--- config.mk ---
export PLATFORM = sky130hd
export DESIGN_NAME = esm_dep_scoreboard
export DESIGN_NICKNAME = d
export VERILOG_FILES = /design/src/rtl/esm_pkg.sv /design/src/rtl/esm_prio_enc.sv /design/src/rtl/esm_dep_scoreboard.sv
export SDC_FILE = /design/constraint.sdc
export NUM_CORES = 1
export LEC_CHECK = 0
export ABC_AREA = 0
export CORE_MARGIN = 2
export CORE_UTILIZATION = 49
export DETAILED_ROUTE_END_ITERATION = 16
export GPL_ROUTABILITY_DRIVEN = 0
export GPL_TIMING_DRIVEN = 0
export PLACE_DENSITY = 0.66
export SETUP_SLACK_MARGIN = 0.05
export SYNTH_ARGS = -nofsm -noshare
export SYNTH_HDL_FRONTEND = slang
export SYNTH_SLANG_ARGS = --single-unit
--- constraint.sdc ---
create_clock -name clk_i -period 33.2 [get_ports clk_i]
set_input_delay 9.96 -clock clk_i [delete_from_list [all_inputs] [get_ports clk_i]]
set_output_delay 9.96 -clock clk_i [all_outputs]
set_load 0.05 [all_outputs]
--- src/rtl/esm_pkg.sv ---
// Shared definitions for the ESM dependency scoreboard: instruction field
// offsets, the per-entry state encoding and a one-hot helper.
package esm_pkg;

  localparam int RS1_LSB     = 15;
  localparam int RS2_LSB     = 20;
  localparam int RD_LSB      = 7;
  localparam int REG_FIELD_W = 5;
  localparam int MAX_BS      = 64;

  typedef enum logic [1:0] {
    FREE   = 2'd0,
    WAIT   = 2'd1,
    ISSUED = 2'd2
  } entry_state_e;

  // One-hot of a slot index, or all zeros when the source has no live producer.
  function automatic logic [MAX_BS-1:0] onehot_f(input int unsigned idx, input logic valid);
    onehot_f = '0;
    if (valid) onehot_f[idx[5:0]] = 1'b1;
  endfunction

endpackage

--- src/rtl/esm_prio_enc.sv ---
// Lowest-index priority encoder; idx_o is 0 when nothing is requested.
module esm_prio_enc #(
  parameter  int W  = 16,
  localparam int IW = (W > 1) ? $clog2(W) : 1
) (
  input  logic [W-1:0]  req_i,
  output logic [IW-1:0] idx_o,
  output logic          valid_o
);

  always_comb begin
    idx_o   = '0;
    valid_o = |req_i;
    for (int i = W - 1; i >= 0; i--) begin
      if (req_i[i]) idx_o = IW'(i);
    end
  end

endmodule

--- src/rtl/esm_dep_scoreboard.sv ---
// BS-entry instruction window with RAW dependency masks and lowest-index issue pick.
// Define ESM_WAW_TRACK_EN to also order writes to the same destination register.
module esm_dep_scoreboard
  import esm_pkg::*;
#(
  parameter  int XLEN   = 32,
  parameter  int REGNUM = 32,
  parameter  int BS     = 16,
  parameter  int NCMP   = 2,
  localparam int IW     = $clog2(BS),
  localparam int OW     = $clog2(BS + 1)
) (
  input  logic             clk_i,
  input  logic             rst_ni,
  input  logic             alloc_valid_i,
  output logic             alloc_ready_o,
  input  logic [XLEN-1:0]  alloc_instr_i,
  input  logic             alloc_rs2_en_i,
  input  logic             alloc_rd_en_i,
  output logic [IW-1:0]    alloc_idx_o,
  output logic [BS-1:0]    ready_index_o,
  output logic             issue_sel_valid_o,
  output logic [IW-1:0]    issue_sel_idx_o,
  input  logic             issue_en_i,
  input  logic [IW-1:0]    issue_idx_i,
  input  logic [NCMP-1:0]  cmpl_valid_i,
  input  logic [NCMP*IW-1:0] cmpl_idx_i,
  output logic [OW-1:0]    occupancy_o
);

  entry_state_e      state_q [BS];
  entry_state_e      state_d [BS];
  logic [BS-1:0]     dep_q [BS];
  logic [BS-1:0]     dep_d [BS];
  logic [IW-1:0]     wr_idx_q [REGNUM];
  logic [IW-1:0]     wr_idx_d [REGNUM];
  logic [REGNUM-1:0] wr_vld_q, wr_vld_d;

  logic [BS-1:0] free_vec, ready_vec, cmpl_vec, cmpl_eff, new_dep;
  logic [MAX_BS-1:0] oh_all;
  logic [OW-1:0] occ;
  logic          alloc_fire;
  logic [REG_FIELD_W-1:0] rs1, rs2, rd;

  assign rs1 = alloc_instr_i[RS1_LSB +: REG_FIELD_W];
  assign rs2 = alloc_rs2_en_i ? alloc_instr_i[RS2_LSB +: REG_FIELD_W] : '0;
  assign rd  = alloc_rd_en_i  ? alloc_instr_i[RD_LSB  +: REG_FIELD_W] : '0;

  always_comb begin
    free_vec  = '0;
    ready_vec = '0;
    occ       = '0;
    for (int i = 0; i < BS; i++) begin
      free_vec[i]  = (state_q[i] == FREE);
      ready_vec[i] = (state_q[i] == WAIT) && (dep_q[i] == '0);
      if (state_q[i] != FREE) occ = occ + OW'(1);
    end
  end

  esm_prio_enc #(.W(BS)) u_free_pick (
    .req_i(free_vec), .idx_o(alloc_idx_o), .valid_o(alloc_ready_o)
  );

  esm_prio_enc #(.W(BS)) u_issue_pick (
    .req_i(ready_vec), .idx_o(issue_sel_idx_o), .valid_o(issue_sel_valid_o)
  );

  assign ready_index_o = ready_vec;
  assign occupancy_o   = occ;
  assign alloc_fire    = alloc_valid_i & alloc_ready_o;

  // Only completions of issued slots take effect; duplicates collapse in the OR.
  always_comb begin
    cmpl_vec = '0;
    for (int p = 0; p < NCMP; p++) begin
      if (cmpl_valid_i[p]) cmpl_vec[cmpl_idx_i[p*IW +: IW]] = 1'b1;
    end
    cmpl_eff = '0;
    for (int i = 0; i < BS; i++) cmpl_eff[i] = cmpl_vec[i] && (state_q[i] == ISSUED);
  end

  always_comb begin
    oh_all = onehot_f(int'(wr_idx_q[rs1]), (rs1 != '0) && wr_vld_q[rs1])
           | onehot_f(int'(wr_idx_q[rs2]), (rs2 != '0) && wr_vld_q[rs2]);
`ifdef ESM_WAW_TRACK_EN
    oh_all = oh_all | onehot_f(int'(wr_idx_q[rd]), (rd != '0) && wr_vld_q[rd]);
`endif
    new_dep = oh_all[BS-1:0] & ~cmpl_eff;
  end

  always_comb begin
    for (int i = 0; i < BS; i++) begin
      state_d[i] = cmpl_eff[i] ? FREE : state_q[i];
      dep_d[i]   = dep_q[i] & ~cmpl_eff;
    end
    if (issue_en_i && ready_vec[issue_idx_i]) state_d[issue_idx_i] = ISSUED;
    if (alloc_fire) begin
      state_d[alloc_idx_o] = WAIT;
      dep_d[alloc_idx_o]   = new_dep;
    end
    for (int r = 0; r < REGNUM; r++) begin
      wr_idx_d[r] = wr_idx_q[r];
      wr_vld_d[r] = wr_vld_q[r] && !cmpl_eff[wr_idx_q[r]];
    end
    // A same-edge allocation rewriting the register wins over invalidation.
    if (alloc_fire && (rd != '0)) begin
      wr_idx_d[rd] = alloc_idx_o;
      wr_vld_d[rd] = 1'b1;
    end
  end

  always_ff @(posedge clk_i or negedge rst_ni) begin
    if (!rst_ni) begin
      for (int i = 0; i < BS; i++) begin
        state_q[i] <= FREE;
        dep_q[i]   <= '0;
      end
      for (int r = 0; r < REGNUM; r++) wr_idx_q[r] <= '0;
      wr_vld_q <= '0;
    end else begin
      state_q  <= state_d;
      dep_q    <= dep_d;
      wr_idx_q <= wr_idx_d;
      wr_vld_q <= wr_vld_d;
    end
  end

  logic unused_instr;
  assign unused_instr = ^{alloc_instr_i[XLEN-1:RS2_LSB+REG_FIELD_W],
                          alloc_instr_i[RS1_LSB-1:RD_LSB+REG_FIELD_W],
                          alloc_instr_i[RD_LSB-1:0]};

  if (BS < MAX_BS) begin : g_oh_sink
    logic unused_oh;
    assign unused_oh = ^oh_all[MAX_BS-1:BS];
  end

endmodule

==> impl_metrics.toml <==
[finish]
syn_to_final_growth_pct = 11.6
drive_above_1_share = 0.171
final_cell_mix = "dfrtp_1, o21ai_0, nand3_1"
final_nets = 2715
final_area_mm2 = 0.0301
stdcell_count = 3385
layout.cells.most_common = "dfrtp_1"

[clock_tree]
cts_made_buffers = 50
cts_buffer_depth = 3
cts_tree = "built"
cts_hold_buf = 0
ctsResizeCount = 0
clock-root-buffer = "clkbuf_16"
clk_pin_slew_ps = 60
htree_levels = 2
worstSkewPairLatency_ps = 640
post_cts_buffers = 0
clkSinkCount = 447

[synthesis]
synth_seq_area_share = 0.415
mappedNetlistArea_mm2 = 0.0270
syn_nets = 2606
synth_fa_ha_area_frac = 0.00645
yosys_register_bits = 447
syn_avg_cell_area_um2 = 10.6
synth_largest_area_cell = "dfrtp_1"
yosysTopAreaCellShare = 0.415
synthMuxAreaShare = 0.245
synthCells = 2541
synthXorXnorAreaFrac = 0.0200
async_flop_share = 1.00
synth_top_family_by_area = "multiplexers"
synth_area_leaders = "dfrtp_1, mux4_2, o21ai_0"
ys.flop_type = "dfrtp_1"
ys_warn_count = 0
synthSimpleGateAreaFrac = 0.155
synth_edf_count = 0
yosysUniqueCellTypes = 79
synth_compound_area_frac = 0.120

[sta]
fin_crit_sh = 0.624
fmaxAchievable_mhz = 48.3
hold_viol = 0
timing.final.crit_period_ps = 20700
setup_tns_ps = 0
rsz0062_at_grt = "false"
timing_worst_slew_pin_value_ps = 1450
final.setup_skew_ps = 26.6
maxSlewViolCount = 0
relSlewSlack = 0.0246
setup_viol = 0

[worst_setup_path]
max_stage_delay_ps = 820
crit_path_start_kind = "register"
r2r_start = "wr_idx_q[52]"
reg2reg_depth = 11
cp_slowest_cell = "clkdlybuf4s50_1"
worst-path-buf-inv = 6
path_depth = 44
crit_arrival_ps = 10740
crit_top_cell = "ha_1"
r2r_setup_slack_ps = 28060
crit_fanout = 10
worstPathRequired_ps = 23240
setup.worst_path.start = "state_q[31]"
reg2reg_to = "dep_q[168]"
critical_path.endpoint = "occupancy_o[4]"
crit_type = "register to output port"
critPathTopFamily = "adder cells"
end_kind = "output port"

[global_routing]
grt_pass1_vias = 23562
antenna_found_initial = 4
grt_usage = 0.340
grt_max_degree = 120
grt_pass1_wl_um = 146000
grt_overflow = 0

[placed_design]
place_area_mm2 = 0.0285
dp.cells = 3294
dp_hpwl_um = 68200
io_buffers = 53

[floorplanning]
die_h_um = 239
die_area_mm2 = 0.0569
die_width_um = 239
fp.coreArea_mm2 = 0.0541
start_util = 0.498
io_pins = 83
rows = 85

[drt]
ant_nets = 0
vias = 23832
post_drt_via_cell_ratio = 7.04
first_pass_iters = 8
finalWirelength_um = 96200
avgRoutedWirePerCell_um = 28.4
dr.first_iter.drc_count = 3344
drc_errors = 0

[hold_path]
min_path_type = "register to register"

[run_status]
status = "finished, final reports clean"

[job]
drv_cap = 0
state kept, by name (all words and copies together), names as in the netlist:
register and cells:
wr_vld_q 31, wr_idx_q 128, state_q 32, dep_q 256
metal layers:
metal	wire length, µm	global-route usage
met5	27	0
met1	35000	0.419
met2	44000	0.538
met4	6580	0.189
met3	10600	0.103
stage by stage:
stage	hold slack, ps	setup slack [ps]	util
6_report	496	12500	0.556
2_1_floorplan	446	14670	-
4_1_cts	495	12640	0.556
5_1_grt	520	11710	0.556
3_3_place_gp	468	3310	0.524
3_5_place_dp	479	13350	0.526
final cells by class:
cell class / instances / area [µm²]
Sequential cell: 447 / 11200
Fill cell: 4586 / 24100
Tap cell: 696 / 871
Multi-Input combinational cell: 1819 / 14700
Clock buffer: 72 / 1450
Buffer: 253 / 960
Inverter: 22 / 85.1
Clock inverter: 18 / 148
Antenna cell: 1 / 2.50
Timing Repair Buffer: 57 / 646
cells in the mapped netlist (19+ instances only):
| library cell | number |
|---|---|
| a211oi_1 | 25 |
| a21o_1 | 32 |
| a21oi_1 | 30 |
| a31oi_1 | 19 |
| clkbuf_1 | 237 |
| dfrtp_1 | 447 |
| inv_1 | 19 |
| mux2_2 | 135 |
| mux2i_1 | 39 |
| mux4_2 | 208 |
| nand2_1 | 162 |
| nand3_1 | 280 |
| nand3b_1 | 28 |
| nand4_1 | 22 |
| nor2_1 | 129 |
| nor2b_1 | 26 |
| nor3_1 | 30 |
| nor4_1 | 40 |
| o21ai_0 | 332 |
| o22ai_1 | 28 |
| xnor2_1 | 35 |
worst min-delay path by stage:
stage / slack, ps / to / startpoint / cells past startpoint
after floorplan: 450 / wr_idx_q[125] / wr_idx_q[125] / 1
after global placement: 470 / wr_idx_q[127] / wr_idx_q[127] / 1
after detailed placement: 480 / wr_idx_q[126] / wr_idx_q[126] / 1
after CTS: 490 / wr_idx_q[126] / wr_idx_q[126] / 1
after global routing: 520 / dep_q[41] / dep_q[41] / 2
final: 500 / dep_q[109] / dep_q[109] / 2
cells by family after synthesis:
logic type                 count (synthesis)
and+or+nand+nor                          826
AOI/OAI and AO/OA                        547
DFF                                      447
muxes                                    382
buffers and inverters                    275
xor gates and xnor gates                  50
adders and majority gates                 14
worst reg2reg max path, stage by stage (launching register included):
cell      delay, ps
dfrtp_1         320
clkbuf_1        360
nor2b_1         220
a211oi_1         70
a311oi_1       1010
nor4_1          140
a21oi_1         490
nor2_1          160
and3_1          240
o21ai_0        1090
clkbuf_1        660
o21ai_0         230
Power is left out: the tool's default activity adds up to more than one toggle a clock period on the data nets, which glitch-free logic cannot reach.
